$ cat config.mk
export PLATFORM = sky130hd
export DESIGN_NAME = multi_channel_scope_flat
export DESIGN_NICKNAME = d
export VERILOG_FILES = /design/src/rtl/multi_channel_scope_pkg.sv /design/src/rtl/multi_channel_scope_if.sv /design/src/rtl/multi_channel_scope_ram.sv /design/src/rtl/multi_channel_scope.sv /design/src/flat_wrapper.sv
export SDC_FILE = /design/constraint.sdc
export NUM_CORES = 2
export LEC_CHECK = 0
export ABC_CLOCK_PERIOD_IN_PS = 9540
export BUFFER_PORTS_ARGS = -buffer_cell sky130_fd_sc_hd__buf_4
export CAP_MARGIN = 5
export CORE_ASPECT_RATIO = 0.9
export CORE_MARGIN = 1.5
export CORE_UTILIZATION = 30
export DETAILED_ROUTE_END_ITERATION = 8
export PLACE_DENSITY_LB_ADDON = 0.05
export SLEW_MARGIN = 40
export SYNTH_ARGS = -nofsm -noshare
export SYNTH_HDL_FRONTEND = slang
export SYNTH_SLANG_ARGS = --single-unit
$ cat constraint.sdc
create_clock -name clk -period 9.54 [get_ports clk]
set_input_delay 0.477 -clock clk [delete_from_list [all_inputs] [get_ports clk]]
set_output_delay 0.477 -clock clk [all_outputs]
set_load 0.02 [all_outputs]
$ cat src/rtl/multi_channel_scope_pkg.sv
// Shared constants for the multi-channel scope: command opcodes, dump header,
// FSM state encoding and trigger-mode encoding.
package multi_channel_scope_pkg;

  typedef logic [7:0] byte_t;

  localparam byte_t OP_ARM   = 8'h41;
  localparam byte_t OP_ABORT = 8'h53;
  localparam byte_t OP_DIV   = 8'h44;
  localparam byte_t OP_TRIG  = 8'h54;
  localparam byte_t HDR_BYTE = 8'hA5;

  localparam logic [2:0] ST_IDLE    = 3'd0;
  localparam logic [2:0] ST_PRETRIG = 3'd1;
  localparam logic [2:0] ST_WAIT    = 3'd2;
  localparam logic [2:0] ST_POST    = 3'd3;
  localparam logic [2:0] ST_DUMP    = 3'd4;

  typedef enum logic [1:0] {
    TM_RISE   = 2'b00,
    TM_FALL   = 2'b01,
    TM_EITHER = 2'b10,
    TM_IMM    = 2'b11
  } trig_mode_t;

endpackage

$ cat src/rtl/multi_channel_scope_if.sv
// Byte-wide command/stream link between the scope and avr_interface.
interface multi_channel_scope_if;
  import multi_channel_scope_pkg::*;

  byte_t rx_data;
  logic  new_rx_data;
  byte_t tx_data;
  logic  new_tx_data;
  logic  tx_busy;

  modport master (output rx_data, new_rx_data, tx_busy, input tx_data, new_tx_data);
  modport slave  (input rx_data, new_rx_data, tx_busy, output tx_data, new_tx_data);
endinterface

$ cat src/rtl/multi_channel_scope_ram.sv
// Simple dual-port sample buffer, one write and one registered read port.
module multi_channel_scope_ram
  import multi_channel_scope_pkg::*;
#(
  parameter int DEPTH = 512,
  parameter int AW    = $clog2(DEPTH)
) (
  input  logic          clk,
  input  logic          we,
  input  logic [AW-1:0] waddr,
  input  byte_t         wdata,
  input  logic          re,
  input  logic [AW-1:0] raddr,
  output byte_t         rdata
);
  byte_t mem [DEPTH];

  always_ff @(posedge clk) begin
    if (we) mem[waddr] <= wdata;
  end

  always_ff @(posedge clk) begin
    if (re) rdata <= mem[raddr];
  end
endmodule

$ cat src/rtl/multi_channel_scope.sv
// Multi-channel logic scope: synchronizes probe pins, captures around a
// channel-edge trigger into a circular buffer and streams it over the tx link.
module multi_channel_scope
  import multi_channel_scope_pkg::*;
#(
  parameter int CHANNELS = 8,
  parameter int DEPTH    = 512,
  parameter int DIV_W    = 8
) (
  input  logic                clk,
  input  logic                rst,
  input  logic [CHANNELS-1:0] input_pins,
  multi_channel_scope_if.slave bus,
  output logic                armed,
  output logic                triggered
);
  localparam int AW = $clog2(DEPTH);
  localparam logic [AW-1:0] PRE_LAST  = AW'(DEPTH/2 - 1);
  localparam logic [AW-1:0] POST_LAST = AW'(DEPTH/2 - 2);
  localparam logic [AW:0]   DEPTH_CNT = (AW+1)'(DEPTH);
  localparam logic [AW:0]   LAST_BYTE = (AW+1)'(DEPTH - 1);

  logic [CHANNELS-1:0] sync_p0, sync_p1;
  byte_t               sample, prev_sample, ram_rdata, tx_byte;
  logic [2:0]          state, trig_ch;
  trig_mode_t          trig_mode;
  logic [DIV_W-1:0]    div, div_cnt;
  logic                arg_pending, arg_is_div;
  logic [AW-1:0]       wr_ptr, rd_ptr, phase_cnt;
  logic [AW:0]         rd_issued, tx_sent;
  logic                hdr_sent, buf_vld, tx_pulse;
  logic                stb, cmd_vld, abort, arm, ram_we, ram_re;
  logic                can_send, in_dump, send_hdr, send_data;

  function automatic logic trig_hit(input byte_t cur, input byte_t old,
                                    input logic [2:0] ch, input trig_mode_t mode);
    logic ch_ok, rise, fall;
    ch_ok = int'(ch) < CHANNELS;
    rise  = ch_ok & ~old[ch] & cur[ch];
    fall  = ch_ok & old[ch] & ~cur[ch];
    case (mode)
      TM_RISE:   return rise;
      TM_FALL:   return fall;
      TM_EITHER: return rise | fall;
      default:   return 1'b1;
    endcase
  endfunction

  // Stage p0/p1: two-flop synchronizer on the asynchronous probe pins
  always_ff @(posedge clk) begin
    sync_p0 <= input_pins;
    sync_p1 <= sync_p0;
    if (ram_we) prev_sample <= sample;
  end

  assign sample    = 8'(sync_p1);
  assign stb       = (div_cnt >= div);
  assign cmd_vld   = bus.new_rx_data & ~arg_pending;
  assign abort     = cmd_vld && (bus.rx_data == OP_ABORT);
  assign arm       = cmd_vld && (bus.rx_data == OP_ARM) && (state == ST_IDLE);
  assign armed     = (state == ST_PRETRIG) || (state == ST_WAIT) || (state == ST_POST);
  assign triggered = (state == ST_POST) || (state == ST_DUMP);
  assign ram_we    = armed & stb & ~abort;
  assign can_send  = ~bus.tx_busy & ~tx_pulse;
  assign in_dump   = (state == ST_DUMP) & ~abort;
  assign send_hdr  = in_dump & ~hdr_sent & can_send;
  assign send_data = in_dump & hdr_sent & buf_vld & can_send;
  // rdata doubles as the prefetch buffer: refill whenever it is empty or being consumed
  assign ram_re    = in_dump && (rd_issued != DEPTH_CNT) && (!buf_vld || send_data);

  assign bus.tx_data     = tx_byte;
  assign bus.new_tx_data = tx_pulse;

  always_ff @(posedge clk) begin
    if (rst) begin
      state       <= ST_IDLE;
      div         <= '0;
      div_cnt     <= '0;
      trig_ch     <= '0;
      trig_mode   <= TM_RISE;
      arg_pending <= 1'b0;
      arg_is_div  <= 1'b0;
      wr_ptr      <= '0;
      rd_ptr      <= '0;
      phase_cnt   <= '0;
      rd_issued   <= '0;
      tx_sent     <= '0;
      hdr_sent    <= 1'b0;
      buf_vld     <= 1'b0;
      tx_pulse    <= 1'b0;
      tx_byte     <= '0;
    end else begin
      tx_pulse <= 1'b0;
      div_cnt  <= stb ? '0 : div_cnt + 1'b1;
      if (bus.new_rx_data) begin
        if (arg_pending) begin
          arg_pending <= 1'b0;
          if (state == ST_IDLE) begin
            if (arg_is_div) div <= DIV_W'(bus.rx_data);
            else begin
              trig_ch   <= bus.rx_data[2:0];
              trig_mode <= trig_mode_t'(bus.rx_data[4:3]);
            end
          end
        end else if (bus.rx_data == OP_DIV || bus.rx_data == OP_TRIG) begin
          arg_pending <= 1'b1;
          arg_is_div  <= (bus.rx_data == OP_DIV);
        end
      end
      if (ram_we) wr_ptr <= wr_ptr + 1'b1;
      if (abort) state <= ST_IDLE;
      else begin
        case (state)
          ST_IDLE: if (arm) begin
            state     <= ST_PRETRIG;
            div_cnt   <= '0;
            phase_cnt <= '0;
          end
          ST_PRETRIG: if (stb) begin
            phase_cnt <= phase_cnt + 1'b1;
            if (phase_cnt == PRE_LAST) state <= ST_WAIT;
          end
          ST_WAIT: if (stb && trig_hit(sample, prev_sample, trig_ch, trig_mode)) begin
            state     <= ST_POST;
            phase_cnt <= '0;
          end
          ST_POST: if (stb) begin
            phase_cnt <= phase_cnt + 1'b1;
            if (phase_cnt == POST_LAST) begin
              state     <= ST_DUMP;
              rd_ptr    <= wr_ptr + 1'b1;
              rd_issued <= '0;
              tx_sent   <= '0;
              hdr_sent  <= 1'b0;
              buf_vld   <= 1'b0;
            end
          end
          ST_DUMP: begin
            if (ram_re) begin
              rd_ptr    <= rd_ptr + 1'b1;
              rd_issued <= rd_issued + 1'b1;
              buf_vld   <= 1'b1;
            end else if (send_data) buf_vld <= 1'b0;
            if (send_hdr) begin
              tx_byte  <= HDR_BYTE;
              tx_pulse <= 1'b1;
              hdr_sent <= 1'b1;
            end else if (send_data) begin
              tx_byte  <= ram_rdata;
              tx_pulse <= 1'b1;
              tx_sent  <= tx_sent + 1'b1;
              if (tx_sent == LAST_BYTE) state <= ST_IDLE;
            end
          end
          default: state <= ST_IDLE;
        endcase
      end
    end
  end

  multi_channel_scope_ram #(.DEPTH(DEPTH), .AW(AW)) u_ram (
    .clk   (clk),
    .we    (ram_we),
    .waddr (wr_ptr),
    .wdata (sample),
    .re    (ram_re),
    .raddr (rd_ptr),
    .rdata (ram_rdata)
  );
endmodule

$ cat src/flat_wrapper.sv
// flat-port wrapper written by rule: the top's interface ports become plain ports
module multi_channel_scope_flat import multi_channel_scope_pkg::*;
#(
  parameter int CHANNELS = 8,
  parameter int DEPTH    = 512,
  parameter int DIV_W    = 8
)
  (clk, rst, input_pins, armed, triggered, bus_rx_data, bus_new_rx_data, bus_tx_busy, bus_tx_data, bus_new_tx_data);
  multi_channel_scope_if bus_i ();
  input  logic clk;
  input  logic rst;
  input  logic [CHANNELS-1:0] input_pins;
  output logic armed;
  output logic triggered;
  input wire logic [$bits(bus_i.rx_data)-1:0] bus_rx_data;
  input wire logic [$bits(bus_i.new_rx_data)-1:0] bus_new_rx_data;
  input wire logic [$bits(bus_i.tx_busy)-1:0] bus_tx_busy;
  output wire logic [$bits(bus_i.tx_data)-1:0] bus_tx_data;
  output wire logic [$bits(bus_i.new_tx_data)-1:0] bus_new_tx_data;
  assign bus_i.rx_data = bus_rx_data;
  assign bus_i.new_rx_data = bus_new_rx_data;
  assign bus_i.tx_busy = bus_tx_busy;
  assign bus_tx_data = bus_i.tx_data;
  assign bus_new_tx_data = bus_i.new_tx_data;
  multi_channel_scope #(.CHANNELS(CHANNELS), .DEPTH(DEPTH), .DIV_W(DIV_W)) u_core (.clk(clk), .rst(rst), .input_pins(input_pins), .bus(bus_i), .armed(armed), .triggered(triggered));
endmodule
---- Yosys cells after proc, flatten, opt, wreduce, memory -nomap -nowiden ----
Memory sizes are Yosys's and may differ from the RTL's. A register that Yosys moved wholly into a read port is not among the register bits.
Cells that the tools add are included.
cells by class
  mux-type cells .......................... 52
  bitwise logic cells ..................... 22
  reductions and logical operators ........ 30
  equal/unequal tests ..................... 27
  add/subtract/negate cells ............... 6
  $lt $le $gt $ge ......................... 2
operators with widths
  kind                                                    count
  2-to-1 mux 9 bit                                        6
  2-to-1 mux 10 bit                                       5
  2-to-1 mux 8 bit                                        6
  case mux 10 bit (2 select lines)                        2
  == test 8 x 7 -> 1 bit (second input constant)          4
  adder 9 x 1 -> 9 bit (second input constant)            3
  2-to-1 mux 3 bit                                        9
  case mux 9 bit (3 select lines)                         1
  adder 10 x 1 -> 10 bit (second input constant)          2
  AND reduction 5 bit                                     4
  == test 9 x 8 -> 1 bit (second input constant)          2
  case mux 9 bit (2 select lines)                         1
  2-to-1 mux 1 bit                                        16
  case mux 3 bit (5 select lines)                         1
  inequality test 2 x 1 -> 1 bit (second input constant)  7
  AND 1 bit                                               12
  == test 10 x 9 -> 1 bit (second input constant)         1
  inequality test 10 bit (second input constant)          1
  inequality test 2 bit (second input constant)           5
  NOT 1 bit                                               9
  AND reduction 9 bit                                     1
  adder 8 x 1 -> 8 bit (second input constant)            1
  greater-or-equal comparator 8 bit                       1
  AND reduction 4 bit                                     2
  22 further kinds                                        37
word-level totals
  word-level logic and storage cells ...... 159
  bits of input ports ..................... 20
  memories kept ........................... 1
  flip-flop bits (word level) ............. 108
  memory bits (writable) .................. 4096
memory list
  memory            depth  bits a word  read ports  clocked after memory_dff  write ports  line                           source
  u_core.u_ram.mem  512    8            1           1                         1            multi_channel_scope_ram.sv:16  byte_t mem [DEPTH];

---- Longest topological paths before layout ----
  word-level depth ........................ 12
  gate-level depth with buffers ........... 15

---- Hierarchy ----
Synthesis repeated with hierarchy kept, for this count alone.
unflattened totals
  cell total of the unflattened synthesis .. 8566
  area, all modules ....................... 165024.5 um^2
by module, submodules not included
  module                   times used  cells each  area an instance (um^2)  sequential area each (um^2)
  multi_channel_scope_ram  1           8030        160007.2                 123238.2
  multi_channel_scope      1           536         5017.3                   2242.2

---- Least setup slack after synthesis ----
No wires, ideal clock.
  path kind ............................... reg2reg
  from .................................... register u_core.sync_p1[5], in the netlist u_core.sample[5]
  to ...................................... register u_core.state[1]
  required time ........................... 9.425 ns
  setup slack ............................. -0.232 ns
  arrival ................................. 9.658 ns
  stages on the path, launching flop included .. 12
  cell sequence ........................... dfxtp_1 -> mux4_2 -> mux2i_1 -> ha_1 -> inv_1 -> o21ai_0 -> o21ai_0 -> a31oi_1 -> clkbuf_1 -> clkbuf_1 -> nor4_1 -> o21a_1
between the ends
  longest elaborated chain between the ends .. 12
  elaborated cells between the ends (all ways) .. 13
RTL lines
  element                                   line                                                  source
  start, declared                           multi_channel_scope.sv:23                             logic [CHANNELS-1:0] sync_p0, sync_p1;
  start signal, assigned                    multi_channel_scope.sv:52                             sync_p1 <= sync_p0;
  binary-select mux 1 bit (select 3 bit) *  multi_channel_scope.sv:39, multi_channel_scope.sv:40
  2-to-1 mux 1 bit (implied by the code) *  multi_channel_scope.sv:39, multi_channel_scope.sv:40
  NOT 1 bit                                 multi_channel_scope.sv:40                             fall = ch_ok & old[ch] & ~cur[ch];
  AND 1 bit                                 multi_channel_scope.sv:40
  bitwise OR 1 bit                          multi_channel_scope.sv:44                             TM_EITHER: return rise | fall;
  case mux 1 bit (3 select lines) *         multi_channel_scope.sv:41                             case (mode)
  2-to-1 mux 1 bit *                        multi_channel_scope.sv:113                            case (state)
  2-to-1 mux 1 bit *                        multi_channel_scope.sv:111                            if (abort) state <= ST_IDLE;
  2-to-1 mux 1 bit *                        multi_channel_scope.sv:75                             if (rst) begin
  logical AND 1 bit *                       multi_channel_scope.sv:123                            ST_WAIT: if (stb && trig_hit(sample, prev_sample, trig_ch, trig_mode)) begin
  inequality test 2 bit (no line) *         --
  AND reduction 9 bit (no line) *           --
  end signal, assigned                      multi_channel_scope.sv:76                             state <= ST_IDLE;
  end signal, assigned                      multi_channel_scope.sv:121                            if (phase_cnt == PRE_LAST) state <= ST_WAIT;
  end signal, assigned                      multi_channel_scope.sv:124                            state <= ST_POST;
  end, declared                             multi_channel_scope.sv:25                             logic [2:0] state, trig_ch;
Every way passes the cells marked *; elsewhere a longest branch is shown, timed or not. The select of a mux whose other input is x is not followed.
A chain may end at the register's enable or synchronous reset.

==> impl_results.md <==
- Critical Path Start: u_core.rd_ptr[0]$_SDFFE_PP0P_
- Power per cell area: 203.1 nW/um^2
- Io pins: 31
- Async set-reset flop share out of synthesis: 0%
- NumNets Final: 8210
- CP max FO: 77
- Slew margin rel.: a little over a third
- I/O Buffers: 30
- Mapped Nets: 7874
- Worst Path Arrival: 6430 ps
- Row cnt: 257
- Max Cap Viol: 0
- Critical Path Sink Type: flop
- Initial Util: 30.11%
- Cell area after synthesis: around 160000 sq um
- Critical path startpoint category: flop
- CP required: ~10000 ps
- Fraction of layout cells with a size suffix above 1: approximately 31%
- Global-route wire length before repair: 773300 um
- Worst-Skew Late Latency: 1040 ps
- Commonest non-fill, non-tap cell in the layout: edfxtp_1
- DR WL/cell: 36.40 um
- Leakage Power: 56.16 nW
- DRC viols: 0
- GP Congestion: 0.7789
- Worst VDD drop: approximately 0.16 mV
- Post-CTS setup buffers: 0
- Vias in the first global route: 84030
- Register area share after synthesis: 76.56%
- Crit Path Class: reg -> reg
- Period utilization: 59.55%
- Clock root buffer: clkbuf_16
- Yosys warnings: 0
- Unrepaired setup endpoints after global routing: false
- Number of synthesized flops with an enable pin: 4112
- Final setup skew: 49.88 ps
- Largest net degree at the start of global routing: 151
- Drt first pass iters: 5
- Total chip power: 38.73 mW
- Synth unique cells: 81
- Vias per std cell: 5.189
- Hold Crit Start: input_pins[4]
- Slew Limit Fails: 0
- DP HPWL: 357200 um
- Filler-free cell count of the finished design: 15840
- Core area: 544400 sq um
- CTS buffer count: ~470
- # resized after CTS: 0
- Final hold viol count: 0
- Commonest cells after routing, fill and taps aside: 4112 x edfxtp_1, 1036 x mux4_2, 482 x clkbuf_16
- # setup viols final: 0
- Via count: between 80000 and 90000
- Area delta synth->final: 16.36%
- Worst hold path class: in -> reg
- CTS max path bufs: 4
- Max Clk Rate: 176.0 MHz
- RR Startpoint: u_core.rd_ptr[0]$_SDFFE_PP0P_
- Status: completed
- Die Ht: 704.2 um
- Num Clock Sinks: around 4200
- CTS tree: done
- Total Routing Usage GR: approximately a fifth
- Setup TNS: 0 ps
- H-Tree Level Count: 5
- Initial antenna violation count: just under 70
- Final ANT Viol Nets: 0
- WL final: ~580000 um
- DRT iter0 DRCs: 8686
- Synthesis-stage register bit count: ~4200
- Final core occ: between 30% and 40%
- Clock transition at path regs: 60 ps
- Pin slew with the least headroom to its limit: between 900 and 1000 ps
- DP Cell Count: 14910
- Minimum clock period: 5681 ps
- Mean Syn Cell Area: 20.93 sq um
- Post-Synthesis Cells: a little under 8000
- Grt ovf: 0
- DIE AREA: 550800 sq um
- Die width: 782.1 um
- Primary FF master, synth: edfxtp_1
## sequential cells by signal, indices dropped and copies added, names as in the netlist, 8 cells and up
| register | cells |
|---|---|
| u_core.bus.tx_data | 8 |
| u_core.rd_ptr | 9 |
| u_core.u_ram.mem | 4096 |
| u_core.div | 8 |
| u_core.phase_cnt | 9 |
| u_core.div_cnt | 8 |
| u_core.prev_sample | 8 |
| u_core.rd_issued | 10 |
| u_core.wr_ptr | 9 |
| u_core.u_ram.rdata | 8 |
| u_core.tx_sent | 10 |
| u_core.sync_p0 | 8 |
| u_core.sample | 8 |
## cells by family after synthesis
family	share of synthesized area, %
compound gates	2.586
xor+xnor	0.1443
buf+inv	1.606
simple gates	2.773
mux	16.16
fa+ha+maj	0.1679
flops	76.56
## per-layer routing
layer  GRT usage (%)  part of all wire [%]
met3           3.258                   5.7
met4           3.913                   2.1
met5               0                0.0055
met1           30.55                    47
met2           31.85                    46
## cells in the mapped netlist, types with 21 or more instances
cell      number  area [sq um]
edfxtp_1    4112        123500
dfxtp_1      100          2002
inv_1         27         101.4
buf_4         62         465.5
nand2_1      207         777.0
nor3_1        37         185.2
o221ai_1      42         367.9
o21ai_0      111         555.5
ha_1          22         275.3
buf_2        130         650.6
mux4_2      1036         23330
xor2_1        21         183.9
a21oi_1      179         895.9
buf_1         36         135.1
nand3_1       58         290.3
a211oi_1      35         262.8
mux2i_1      302          3023
a221oi_1      47         411.6
o22ai_1       54         337.8
a22oi_1       62         465.5
buf_6         38         427.9
clkbuf_1     216         810.8
nor2_1       629          2361
## per-stage QoR
step / worst slack, ps / cell area [sq um] / hold WS [ps]
final: 3859 / 190700 / 112.8
after global routing: 3677 / 190700 / 51.99
after CTS: 3844 / 190100 / 1.244
after detailed placement: 3843 / 174800 / 313.9
after floorplan: 3274 / 163900 / 309.5
after global placement: 2982 / 173500 / 318.1
## timing repair
item | CTS | global route
endpoints found under the setup margin | 0 | 0
hold buffers | 31 | 0
endpoints found under the hold margin | 51 | 0
## path summary, 6_finish.rpt
kind,endpoint,slack (ps),cells after the start
worst max-delay path,u_core.u_ram.rdata[2]$_DFFE_PN_,3860,10
worst min-delay path,u_core.sync_p0[4]$_DFF_P_,110,2
worst max register to register,u_core.u_ram.rdata[2]$_DFFE_PN_,3860,10
worst min register to register,u_core.sample[6]$_DFF_P_,330,0
## power by group
group / internal [mW] / switching (mW)
combinational: 0.0683 / 0.435
clock: 10.3 / 7.64
sequential: 20.3 / 0.0237
## critical path: stages (launching register included)
cell and delay (ps):
dfxtp_4 830, buf_12 530, buf_4 670, mux4_2 600
mux4_2 630, a22oi_1 300, and4_1 480, a311oi_1 110
buf_4 200, nor4_1 650, a21oi_1 130
## final cells by class
type                       count  area (sq um)
clock inverter               294          2557
inverter                      30         132.6
multi-input combinational   3106         37570
tap                         7252          9074
fill                       50370        353700
timing repair buffer         345          3351
antenna                       21         52.55
clock buffer                 580         12430
sequential                  4212        125500
No activity file was read; power rests on OpenSTA's default activity.
